$ cat config.mk
export PLATFORM = sky130hd
export DESIGN_NAME = window_scroll_ctrl_flat
export DESIGN_NICKNAME = d
export VERILOG_FILES = /design/src/rtl/window_scroll_ctrl_if.sv /design/src/rtl/window_scroll_ctrl.sv /design/src/flat_wrapper.sv
export SDC_FILE = /design/constraint.sdc
export NUM_CORES = 1
export LEC_CHECK = 0
export CAP_MARGIN = 15
export CORE_UTILIZATION = 50
export CTS_CLUSTER_DIAMETER = 60
export CTS_CLUSTER_SIZE = 16
export DETAILED_ROUTE_END_ITERATION = 8
export GPL_TIMING_DRIVEN = 1
export PLACE_DENSITY_LB_ADDON = 0.05
export SYNTH_ARGS = -nofsm -noshare
export SYNTH_HDL_FRONTEND = slang
export SYNTH_SLANG_ARGS = --single-unit
export TNS_END_PERCENT = 1
$ cat constraint.sdc
create_clock -name clk -period 2.7 [get_ports clk]
set_clock_uncertainty 0.1 [all_clocks]
set_input_delay 0.54 -clock clk [delete_from_list [all_inputs] [get_ports clk]]
set_output_delay 0.54 -clock clk [all_outputs]
set_load 0.03 [all_outputs]
$ cat src/rtl/window_scroll_ctrl_if.sv
// Scroll-button request and step-command bundle between the button front end
// and the 3-of-5 digit window selector.
interface window_scroll_ctrl_if;
  logic       btn_left;
  logic       btn_right;
  logic       en;
  logic       shift_down;
  logic       shift_up;
  logic [1:0] offset;
  logic       at_min;
  logic       at_max;

  modport master (
    output btn_left, btn_right, en,
    input  shift_down, shift_up, offset, at_min, at_max
  );

  modport slave (
    input  btn_left, btn_right, en,
    output shift_down, shift_up, offset, at_min, at_max
  );
endinterface

$ cat src/rtl/window_scroll_ctrl.sv
// Cleans the two scroll push-buttons into limit-checked one-cycle step pulses
// with hold-to-repeat, and mirrors the digit window selector's offset.
module window_scroll_ctrl #(
  parameter int unsigned DB_CYCLES    = 500000,
  parameter int unsigned REPEAT_DELAY = 50000000,
  parameter int unsigned REPEAT_RATE  = 20000000,
  parameter int unsigned MAX_OFFSET   = 2
) (
  input  logic                 clk,
  input  logic                 rst,
  window_scroll_ctrl_if.slave  scroll
);

  localparam int unsigned DBW  = $clog2(DB_CYCLES + 1);
  localparam int unsigned TMAX = (REPEAT_DELAY > REPEAT_RATE) ? REPEAT_DELAY : REPEAT_RATE;
  localparam int unsigned TW   = $clog2(TMAX + 1);

  localparam logic [DBW-1:0] DB_LAST  = DBW'(DB_CYCLES - 1);
  localparam logic [TW-1:0]  RD_LAST  = TW'(REPEAT_DELAY - 1);
  localparam logic [TW-1:0]  RR_LAST  = TW'(REPEAT_RATE - 1);
  localparam logic [1:0]     OFF_MAX  = 2'(MAX_OFFSET);

  localparam logic [2:0] S_IDLE   = 3'd0;
  localparam logic [2:0] S_FIRST  = 3'd1;
  localparam logic [2:0] S_DELAY  = 3'd2;
  localparam logic [2:0] S_REPEAT = 3'd3;
  localparam logic [2:0] S_LOCK   = 3'd4;

  // Bit 0 is the left (down) button, bit 1 the right (up) button.
  logic [1:0]     btn;
  logic [1:0]     s1, s2, db, dbp, arm, rise;
  logic [1:0]     warm;
  logic [DBW-1:0] cnt [2];

  logic [2:0]     state, state_d;
  logic [TW-1:0]  timer, timer_d;
  logic           dir_up, dir_d;
  logic           step, held, other;

  logic           up_q, down_q, up_d, down_d;
  logic [1:0]     off_q, off_eff;
  logic           at_min_q, at_max_q;

  assign btn = {scroll.btn_right, scroll.btn_left};

  // A button held through reset must be seen released before it may step:
  // arm only once the synchronizer has refilled and shows the button low.
  always_ff @(posedge clk or posedge rst) begin
    if (rst) begin
      s1   <= '0;
      s2   <= '0;
      db   <= '0;
      dbp  <= '0;
      arm  <= '0;
      warm <= '0;
      for (int unsigned i = 0; i < 2; i++) cnt[i] <= '0;
    end else begin
      s1   <= btn;
      s2   <= s1;
      dbp  <= db;
      warm <= {warm[0], 1'b1};
      arm  <= arm | ({2{warm[1]}} & ~s2 & ~db);
      for (int unsigned i = 0; i < 2; i++) begin
        if (s2[i] != db[i]) begin
          if (cnt[i] == DB_LAST) begin
            db[i]  <= s2[i];
            cnt[i] <= '0;
          end else begin
            cnt[i] <= cnt[i] + 1'b1;
          end
        end else begin
          cnt[i] <= '0;
        end
      end
    end
  end

  assign rise  = db & ~dbp & arm;
  assign held  = dir_up ? db[1] : db[0];
  assign other = dir_up ? db[0] : db[1];

  always_comb begin
    state_d = state;
    timer_d = timer;
    dir_d   = dir_up;
    step    = 1'b0;
    if (!scroll.en) begin
      state_d = S_IDLE;
    end else begin
      case (state)
        S_IDLE: begin
          if (&db) begin
            state_d = S_LOCK;
          end else if (^rise) begin
            dir_d   = rise[1];
            state_d = S_FIRST;
          end
        end
        S_FIRST: begin
          step    = 1'b1;
          timer_d = RD_LAST;
          state_d = S_DELAY;
        end
        S_DELAY, S_REPEAT: begin
          if (!held) begin
            state_d = S_IDLE;
          end else if (other) begin
            state_d = S_LOCK;
          end else if (timer == '0) begin
            step    = 1'b1;
            timer_d = RR_LAST;
            state_d = S_REPEAT;
          end else begin
            timer_d = timer - 1'b1;
          end
        end
        S_LOCK: begin
          if (db == '0) state_d = S_IDLE;
        end
        default: state_d = S_IDLE;
      endcase
    end
  end

  // Limit checks use the offset as it will be after this edge, so a pulse
  // still in flight is already accounted for.
  always_comb begin
    off_eff = off_q;
    if (up_q)        off_eff = off_q + 2'd1;
    else if (down_q) off_eff = off_q - 2'd1;
  end

  assign up_d   = step &  dir_up & (off_eff != OFF_MAX);
  assign down_d = step & ~dir_up & (off_eff != 2'd0);

  always_ff @(posedge clk or posedge rst) begin
    if (rst) begin
      state    <= S_IDLE;
      timer    <= '0;
      dir_up   <= 1'b0;
      up_q     <= 1'b0;
      down_q   <= 1'b0;
      off_q    <= '0;
      at_min_q <= 1'b1;
      at_max_q <= 1'b0;
    end else begin
      state    <= state_d;
      timer    <= timer_d;
      dir_up   <= dir_d;
      up_q     <= up_d;
      down_q   <= down_d;
      off_q    <= off_eff;
      at_min_q <= (off_eff == 2'd0);
      at_max_q <= (off_eff == OFF_MAX);
    end
  end

  assign scroll.shift_up   = up_q;
  assign scroll.shift_down = down_q;
  assign scroll.offset     = off_q;
  assign scroll.at_min     = at_min_q;
  assign scroll.at_max     = at_max_q;

endmodule

$ cat src/flat_wrapper.sv
// flat-port wrapper written by rule: the top's interface ports become plain ports
module window_scroll_ctrl_flat 
#(
  parameter int unsigned DB_CYCLES    = 500000,
  parameter int unsigned REPEAT_DELAY = 50000000,
  parameter int unsigned REPEAT_RATE  = 20000000,
  parameter int unsigned MAX_OFFSET   = 2
)
  (clk, rst, scroll_btn_left, scroll_btn_right, scroll_en, scroll_shift_down, scroll_shift_up, scroll_offset, scroll_at_min, scroll_at_max);
  window_scroll_ctrl_if scroll_i ();
  input  logic clk;
  input  logic rst;
  input wire logic [$bits(scroll_i.btn_left)-1:0] scroll_btn_left;
  input wire logic [$bits(scroll_i.btn_right)-1:0] scroll_btn_right;
  input wire logic [$bits(scroll_i.en)-1:0] scroll_en;
  output wire logic [$bits(scroll_i.shift_down)-1:0] scroll_shift_down;
  output wire logic [$bits(scroll_i.shift_up)-1:0] scroll_shift_up;
  output wire logic [$bits(scroll_i.offset)-1:0] scroll_offset;
  output wire logic [$bits(scroll_i.at_min)-1:0] scroll_at_min;
  output wire logic [$bits(scroll_i.at_max)-1:0] scroll_at_max;
  assign scroll_i.btn_left = scroll_btn_left;
  assign scroll_i.btn_right = scroll_btn_right;
  assign scroll_i.en = scroll_en;
  assign scroll_shift_down = scroll_i.shift_down;
  assign scroll_shift_up = scroll_i.shift_up;
  assign scroll_offset = scroll_i.offset;
  assign scroll_at_min = scroll_i.at_min;
  assign scroll_at_max = scroll_i.at_max;
  window_scroll_ctrl #(.DB_CYCLES(DB_CYCLES), .REPEAT_DELAY(REPEAT_DELAY), .REPEAT_RATE(REPEAT_RATE), .MAX_OFFSET(MAX_OFFSET)) u_core (.clk(clk), .rst(rst), .scroll(scroll_i));
endmodule
==> Word-level counts from Yosys, hierarchy flattened <==
Index checks and enable logic that the tools add are counted.
{ "totals": {"regBits": 86, "input_bits": 5, "out_inout_bits": 6, "wordCells": 90} }
{ "op_classes": {"n_addsub": 5, "eq_ne": 15, "muxes": 25, "bitwise": 14, "n_reduce_logical": 14} }
{ "op_table": {"columns": ["cell", "n"], "rows": [
  ["26-bit 2-to-1 mux", 3],
  ["19-bit 2-to-1 mux", 4],
  ["26-bit case mux with 2 select lines", 1],
  ["19-bit by 1-bit adder with 19-bit output, second input constant", 2],
  ["19-bit == test, second input constant", 2],
  ["26-bit logical NOT", 1],
  ["26-bit by 1-bit subtractor with 26-bit output, second input constant", 1],
  ["3-bit 2-to-1 mux", 7],
  ["3-bit case mux with 4 select lines", 1],
  ["2-bit bitwise AND", 4],
  ["4-bit AND reduction", 2],
  ["3-bit by 2-bit == test with 1-bit output, second input constant", 2],
  ["1-bit 2-to-1 mux", 6],
  ["2-bit NOT", 3],
  ["2-bit AND reduction", 3],
  ["5-bit inequality test, second input constant", 1],
  ["1-bit bitwise AND", 4],
  ["2-bit logical NOT", 2],
  ["2-bit 2-to-1 mux", 2],
  ["2-bit inequality test, second input constant", 2],
  ["4-bit by 2-bit inequality test with 1-bit output, second input constant", 1],
  ["2-bit nonzero test", 2],
  ["3-bit by 1-bit == test with 1-bit output, second input constant", 1],
  ["3-bit == test, second input constant", 1],
  ["other kinds (13)", 15]
]} }

==> Logic depth before layout (Yosys ltp) <==
Gate-level depths: netlist of the first run.
{ "logic_depth": {"ltp_word": 8, "depth_mapped": 8, "ltp_nobuf": 7} }

==> Worst setup path before layout of the first run <==
No wires, ideal clock.
{ "synth_timing": {"path_kind": "flip-flop to flip-flop", "start": "register u_core.db[1]", "end": "register u_core.timer[17]", "setup_time_ns": 0.124, "arrival_time_ns": 1.904, "t_required_ns": 2.476, "path_slack_ns": 0.572, "path_stages_with_launch": 8, "path_buffers": 2, "period_less_slack_ns": 2.128, "path_cell_list": "dfrtp_1 clkbuf_1 or3b_1 a311o_1 inv_2 buf_2 o21ai_1 a211o_1"} }
{ "synth_via": {"elab_chain_cells": 3, "word_cells_on_any_way": 5, "classes_between": "eq/ne: 2; mux: 2; reduce/logical: 1"} }
{ "synth_lines": {"columns": ["element", "line_no", "text"], "rows": [
  ["start, declared", "window_scroll_ctrl.sv:31", "logic [1:0] s1, s2, db, dbp, arm, rise;"],
  ["start signal, assigned by index", "window_scroll_ctrl.sv:66", "db[i] <= s2[i];"],
  ["1-bit 2-to-1 mux, on equally long branches", "window_scroll_ctrl.sv:79, window_scroll_ctrl.sv:80", null],
  ["2-bit by 1-bit inequality test with 1-bit output (no line) or 2-bit inequality test (tied branches)", null, null],
  ["4-bit AND reduction (no line) (*)", null, null],
  ["end signal, assigned", "window_scroll_ctrl.sv:148", "timer <= timer_d;"],
  ["end, declared", "window_scroll_ctrl.sv:36", "logic [TW-1:0] timer, timer_d;"]
]} }
Mark *: on every way between the ends. The rest lies on a longest branch, timed or not.
A chain may end at the register's enable or synchronous reset.

==> Final worst setup path of the first run <==
{ "layout_timing": {"start": "register u_core.timer[0]", "end": "register u_core.timer[12]"} }
{ "layout_via": {"elab_chain_cells": 5, "word_cells_on_any_way": 6, "classes_between": "add/sub: 1; mux: 4; reduce/logical: 1"} }
{ "layout_lines": {"columns": ["element", "line_no", "text"], "rows": [
  ["26-bit by 1-bit subtractor with 26-bit output or 26-bit logical NOT (tied branches)", "window_scroll_ctrl.sv:114, window_scroll_ctrl.sv:109", null],
  ["26-bit 2-to-1 mux (*)", "window_scroll_ctrl.sv:109", "end else if (timer == '0) begin"],
  ["26-bit 2-to-1 mux (*)", "window_scroll_ctrl.sv:107", "end else if (other) begin"],
  ["26-bit 2-to-1 mux (*)", "window_scroll_ctrl.sv:105", "if (!held) begin"],
  ["26-bit case mux with 2 select lines (*)", "window_scroll_ctrl.sv:90", "case (state)"]
]} }
Mark *: on every way between the ends. The rest lies on a longest branch, timed or not. The select of a mux whose other input is x is not followed.

==> results of run 1 <==
-- synthesized netlist by cell type, drive strengths merged, types with 2 or more instances --
library cell	n
a211o	4
a21o	4
a21oi	13
a22o	3
a31oi	7
and2	4
and3	7
and4	2
buf	3
clkbuf	14
dfrtp	85
ha	4
inv	19
mux2	2
nand2	29
nand2b	3
nand3	19
nand3b	3
nand4	7
nand4b	2
nor2	67
nor2b	3
nor3	21
nor4	17
o21a	2
o21ai	17
o22a	4
o22ai	2
o31ai	6
o41ai	3
or2	2
or3	7
or4	5
xnor2	24
xor2	14
-- area by class of cell --
class	instances	area [um^2]
Inverter	19	75.1
Timing Repair Buffer	25	225
Sequential cell	86	2150
Multi-Input combinational cell	321	1940
Clock inverter	6	86.3
Tap cell	105	131
Fill cell	724	3470
Clock buffer	10	128
-- metal layers --
layer  vias up  wire length [um]
li1       1602                 -
met1      1562              4110
met2        44              3940
met3        13               195
met4         0               151
met5         -                 0
-- cell usage in the layout (no fill, tap or decap), drive strengths merged, types with 3 or more instances in the layout --
| master | n |
|---|---|
| xnor2 | 24 |
| o41ai | 3 |
| nand3 | 19 |
| o21ai | 17 |
| nor2 | 67 |
| a21oi | 13 |
| nand2b | 3 |
| a22o | 3 |
| nand4 | 7 |
| nor3 | 21 |
| o31ai | 6 |
| nor4 | 17 |
| and2 | 4 |
| nand3b | 3 |
| a211o | 4 |
| clkbuf | 10 |
| or3 | 7 |
| a21o | 4 |
| ha | 4 |
| a31oi | 7 |
| nor2b | 3 |
| and3 | 7 |
| dfrtp | 85 |
| clkdlybuf4s50 | 10 |
| inv | 18 |
| or4 | 5 |
| clkinv | 3 |
| nand2 | 29 |
| o22a | 4 |
| xor2 | 14 |
| buf | 15 |
-- through the flow --
stage / hold WS, ns / setup WS (ns) / power (mW) / instances / utilization [%]
global placement: 0.233 / 0.317 / 1.54 / 556 / 55.1
global route: 0.262 / 0.226 / 2.61 / 572 / 57.7
floorplan: 0.231 / 0.572 / 1.48 / 443 / -
CTS: 0.255 / 0.410 / 2.53 / 572 / 57.7
detailed placement: 0.236 / 0.273 / 1.54 / 556 / 55.1
finish: 0.252 / 0.403 / 2.50 / 572 / 57.7
-- registers in the layout, summed over array words and instances (netlist names) --
register	count
u_core.arm	2
u_core.cnt	38
u_core.db	2
u_core.dbp	2
u_core.dir_up	1
u_core.s1	2
u_core.s2	2
u_core.scroll.at_max	1
u_core.scroll.at_min	1
u_core.scroll.offset	2
u_core.scroll.shift_down	1
u_core.scroll.shift_up	1
u_core.state	3
u_core.timer	26
u_core.warm	2
-- worst min-delay path by stage --
| stage | end | slack [ns] | cells past startpoint |
|---|---|---|---|
| 6_report | u_core.s2[1] | 0.25 | 0 |
| 5_1_grt | u_core.s2[1] | 0.26 | 0 |
| 4_1_cts | u_core.s2[1] | 0.26 | 0 |
| 3_5_place_dp | u_core.s2[0] | 0.24 | 0 |
| 3_3_place_gp | u_core.warm[1] | 0.23 | 0 |
| 2_1_floorplan | u_core.s2[0] | 0.23 | 0 |
-- worst max-delay path: stages, from the launching register on --
cell     delay, ns
dfrtp_1       0.41
inv_1         0.13
ha_1          0.19
nor4b_1       0.27
nand4_1       0.26
or2_1         0.44
a21o_1        0.21
a22o_1        0.18
-- power groups by stage --
stage	Sequential (mW)	Combinational (mW)	Clock, mW
3_3_place_gp	1.40	0.141	0
4_1_cts	1.37	0.144	1.02
2_1_floorplan	1.40	0.0825	0
5_1_grt	1.38	0.160	1.07
6_report	1.37	0.140	0.983
3_5_place_dp	1.40	0.143	0
-- cells by family (layout without fill, tap and decap cells) --
| family | after synthesis | after routing |
|---|---|---|
| compound gates | 73 | 73 |
| xor+xnor | 38 | 38 |
| fa+ha+maj | 4 | 4 |
| buf+inv | 36 | 60 |
| flops | 86 | 86 |
| mux | 3 | 3 |
| other cells | 1 | 1 |
| simple gates | 202 | 202 |
==> impl_metrics.csv, run 1 <==
group,metric,value,unit
status,status,"finished, final reports clean",
min_path,min-delay-start,"u_core.s1[1]",
cells_and_area,layout.nets,471,
die,die_w,94.0,um
power,p_sw_share,23.7,%
yosys,yosys-top-cells-area,"dfrtp_1 (50%), nor2_1 (5.9%), xnor2_1 (5.0%), xor2_1 (2.9%), nand2_1 (2.6%)",
timing,fmax,435,MHz
cts,cts_resized,0,
cells_and_area,drive_gt1_share,8.57,%
global_routing,met2_usage,34.9,%
cells_and_area,n_antenna_cell,0,
worst_setup_path,critPathKind,"reg2reg",
timing,drv_slew,0,
die,fp-row-count,33,
die,die_h,94.0,um
yosys,synth_area_per_cell,9.56,um^2
timing,fin_crit_sh,85.1,%
run,cap_violations,0,
drt,drt-initial-drc-count,114,
power,p_per_area,526,nW/um^2
worst_setup_path,reg2reg_from,"u_core.timer[0]",
worst_setup_path,worst_setup_path_end_kind,"flip-flop",
global_routing,grt_pass1_vias,3063,
drt,ant_nets,0,
drt,wl,8410,um
min_path,hold_class,"reg2reg",
yosys,synth_seq_cells,86,
worst_setup_path,worstSetupEndpoint,"u_core.timer[12]",
power,internal-power,1.90,mW
global_routing,grt_use_met1,28.7,%
timing,slew_headroom,58.0,%
timing,hold_viol,0,
cts,cts.sinks,86,
worst_setup_path,rr_worst_depth,7,
global_routing,busiest_layer,"met2",
power,power_switching,593,uW
timing,worst_pin_slew,0.628,ns
global_routing,grt_pass1_wl,14600,um
timing,rsz0062_at_grt,"false",
global_routing,grt_max_degree,59,
yosys,synth_compound_area_share,11.6,%
power,clkPwrFrac,39.4,%
yosys,synth_mux_area_share,0.768,%
yosys,yosys.area_share.simple,24.3,%
place,io_buffers,10,
yosys,synth_top_area_share,50.2,%
worst_setup_path,crit_arrival,2.44,ns
worst_setup_path,required,2.84,ns
global_routing,overflow,0,
cts,cts_tree,"yes",
die,ios,11,
place,dpl_cell_area,4530,um^2
die,coreArea,8220,um^2
yosys,syn_nets,452,
worst_setup_path,startpoint,"u_core.timer[0]",
cts,cts_buffers,9,
drt,firstDrtPassIters,4,
drt,routedWlPerCell,14.7,um
yosys,yosysUniqueCellTypes,55,
yosys,synth-xor-area-share,7.86,%
yosys,synth_warnings,0,
place,gp_routability_congestion,0.788,
global_routing,grt.met3_usage,2.67,%
die,die_area,8840,um^2
power,leakagePower,1.94,nW
cts,cts-root-buf,"clkbuf_8",
yosys,synthArstFlopShare,100,%
cts,clkTransAtPathRegs,0.09,ns
yosys,synth_top_family_by_area,"simple AND/OR/NAND/NOR gates",
worst_setup_path,ff2ff_setup_slack,0.40,ns
place,place_hpwl,5760,um
global_routing,grt_usage,21.3,%
worst_setup_path,worstSetupStartpointType,"flip-flop",
power,peakVddDrop,0.299,mV
cts,clock_latency,0.36,ns
drt,vias,3221,
cts,cts_setup_buffers,0,
yosys,synth_fa_ha_area_share,1.18,%
global_routing,antenna_found_initial,0,
die,start_util,51.5,%
timing,setup_viol,0,
yosys,ys_seq_area_share,50.8,%
yosys,synthFlopType,"dfrtp_1",
yosys,yosysTopAreaCell,"dfrtp_1",
cells_and_area,stdcell_area,4740,um^2
worst_setup_path,r2r_end,"u_core.timer[12]",
cells_and_area,area_delta_synth_final,12.0,%
cts,htree_levels,3,
cts,hold_buffers,0,
yosys,syn_area,4240,um^2
power,comb_power_share,5.6,%
yosys,synth_edf_count,0,
timing,final.setup.tns,0,ns
drt,via_per_inst,5.63,
timing,min_period,2.30,ns
drt,remaining_drc_errors,0,
power,power.share.sequential,55.0,%
yosys,synthCells,443,
cts,ctsLongestPathBuffers,2,
worst_setup_path,worstPathMaxFanout,8,
Note: power is estimated with default switching activity, not from simulation.
==> run 2: changes to the inputs <==
--- a/config.mk
+++ b/config.mk
@@ -6,6 +6,8 @@
 export NUM_CORES = 1
 export LEC_CHECK = 0
 export CAP_MARGIN = 15
+export CORE_ASPECT_RATIO = 1.1
+export CORE_MARGIN = 2
 export CORE_UTILIZATION = 50
 export CTS_CLUSTER_DIAMETER = 60
 export CTS_CLUSTER_SIZE = 16
==> impl_metrics.csv, run 2 (synthesized netlist as in run 1, its figures left out) <==
group,metric,value,unit
cells_and_area,area_delta_synth_final,12.8,%
drt,firstDrtPassIters,5,
worst_setup_path,critPathKind,"reg2reg",
power,power,2.59,mW
cts,clock_latency,0.36,ns
cells_and_area,largest_reg_flops,38,
worst_setup_path,worstSetupStartpointType,"flip-flop",
cts,clkTransAtPathRegs,0.09,ns
die,fp-row-count,35,
timing,whs,0.256,ns
power,p_sw_share,22.8,%
die,start_util,50.9,%
worst_setup_path,r2r_end,"u_core.timer[25]",
die,die_area,9220,um^2
timing,fmax,426,MHz
power,leakagePower,1.95,nW
timing,setup_viol,0,
cts,cts_resized,0,
cts,htree_levels,3,
cts,cts-root-buf,"clkbuf_8",
cells_and_area,stdcell_area,4780,um^2
die,die_h,101,um
worst_setup_path,path_delay_family,"simple AND/OR/NAND/NOR gates",
drt,drt-initial-drc-count,176,
cells_and_area,n_antenna_cell,0,
drt,via_per_inst,5.55,
power,internal-power,2.00,mW
cts,cts_setup_buffers,0,
worst_setup_path,worstSetupEndpoint,"u_core.timer[25]",
place,gp_routability_congestion,0.879,
power,p_per_area,542,nW/um^2
min_path,hold_class,"reg2reg",
global_routing,grt_usage,19.9,%
drt,remaining_drc_errors,0,
run,cap_violations,0,
worst_setup_path,crit_chain,"nor4_4 > nand4b_1 > or4_1 > or4_1 > nand3_1",
power,clkPwrFrac,41.5,%
power,power.share.sequential,53.0,%
worst_setup_path,path_common_cell,"or4_1",
worst_setup_path,worstPathMaxFanout,7,
worst_setup_path,critical_path_depth,5,
worst_setup_path,worst_setup_path_end_kind,"flip-flop",
timing,worst_pin_slew,0.695,ns
power,comb_power_share,5.5,%
drt,vias,3201,
die,ios,11,
timing,slew_headroom,53.6,%
cts,cts_buffers,9,
global_routing,grt_pass1_wl,14700,um
worst_setup_path,startpoint,"u_core.timer[8]",
drt,ant_nets,0,
worst_setup_path,reg2reg_from,"u_core.timer[8]",
drt,routedWlPerCell,14.6,um
timing,fin_crit_sh,87.0,%
cts,cts_tree,"yes",
timing,rsz0062_at_grt,"false",
timing,final.setup.tns,0,ns
worst_setup_path,ff2ff_setup_slack,0.35,ns
cells_and_area,largestRegisters,"u_core.cnt: 38 flops, u_core.timer: 26 flops, u_core.state: 3 flops",
place,io_buffers,10,
cells_and_area,final_common_cell,"dfrtp_1",
timing,drv_slew,0,
global_routing,antenna_found_initial,0,
cells_and_area,layout.nets,470,
worst_setup_path,required,2.89,ns
status,status,"finished, final reports clean",
place,dpl_cell_area,4540,um^2
global_routing,overflow,0,
place,place_hpwl,5770,um
timing,min_period,2.35,ns
cells_and_area,drive_gt1_share,8.37,%
worst_setup_path,crit_buf_inv,0,
die,die_w,91.8,um
worst_setup_path,cpMaxStageDelayCell,"or4_1",
cts,ctsLongestPathBuffers,2,
worst_setup_path,crit_arrival,2.54,ns
cells_and_area,final_cell_mix,"dfrtp_1 (85), nor2_1 (67), nand2_1 (29)",
worst_setup_path,critPathMaxStageDelay,0.57,ns
global_routing,grt_pass1_vias,3196,
global_routing,grt_max_degree,36,
cells_and_area,regMostFlops,"u_core.cnt",
cts,cts.sinks,86,
cells_and_area,fin_util,57.4,%
power,peakVddDrop,0.278,mV
die,coreArea,8320,um^2
power,power_switching,590,uW
timing,hold_viol,0,
drt,wl,8430,um
worst_setup_path,rr_worst_depth,5,
cts,hold_buffers,0,
[run 2: cell count changes in the layout (fill, tap and decap cells not counted)]
cell,previous run,this run
buf_4,14,12
buf_12,1,2
bufinv_16,2,3
clkinv_4,1,0
clkinvlp_4,2,1
inv_6,0,1
[run 2: through the flow]
step / cells / worst slack (ns)
CTS: 577 / 0.349
global placement: 561 / 0.283
floorplan: 443 / 0.572
finish: 577 / 0.351
global route: 577 / 0.175
detailed placement: 561 / 0.267
[run 2: area by class of cell]
class | count | area (um^2)
multi-input cells | 321 | 1940
inverters | 19 | 75.1
clock inverters | 6 | 109
well taps | 111 | 139
fillers | 747 | 3540
clock buffers | 10 | 128
flip-flops and latches | 86 | 2150
repair buffers | 24 | 230
[run 2: worst min path at each step]
stage                        start             end  depth (start not counted)
finish                u_core.s1[0]    u_core.s2[0]                          0
global route          u_core.s1[0]    u_core.s2[0]                          0
CTS                 u_core.warm[0]  u_core.warm[1]                          0
detailed placement  u_core.warm[0]  u_core.warm[1]                          0
global placement    u_core.warm[0]  u_core.warm[1]                          0
floorplan             u_core.s1[0]    u_core.s2[0]                          0
[run 2: routing by layer]
layer / part of all wire (%) / global-route usage, %
met5: 0 / 0
met2: 48 / 32.4
met4: 2.1 / 9.53
met3: 2.3 / 2.77
met1: 47 / 26.4
[run 2: power groups by stage]
stage | clock, mW | combinational (mW) | sequential, mW
2_1_floorplan | 0 | 0.0825 | 1.40
3_3_place_gp | 0 | 0.143 | 1.40
3_5_place_dp | 0 | 0.145 | 1.40
4_1_cts | 1.10 | 0.146 | 1.37
5_1_grt | 1.16 | 0.161 | 1.38
6_report | 1.08 | 0.142 | 1.37
==> run 3: changes to the inputs <==
--- a/config.mk
+++ b/config.mk
@@ -9,7 +9,7 @@
 export CORE_ASPECT_RATIO = 1.1
 export CORE_MARGIN = 2
 export CORE_UTILIZATION = 50
-export CTS_CLUSTER_DIAMETER = 60
+export CTS_CLUSTER_DIAMETER = 30
 export CTS_CLUSTER_SIZE = 16
 export DETAILED_ROUTE_END_ITERATION = 8
 export GPL_TIMING_DRIVEN = 1
==> results of run 3 <==
Same layout as run 2: the final DEF is identical, and so are final timing and power.
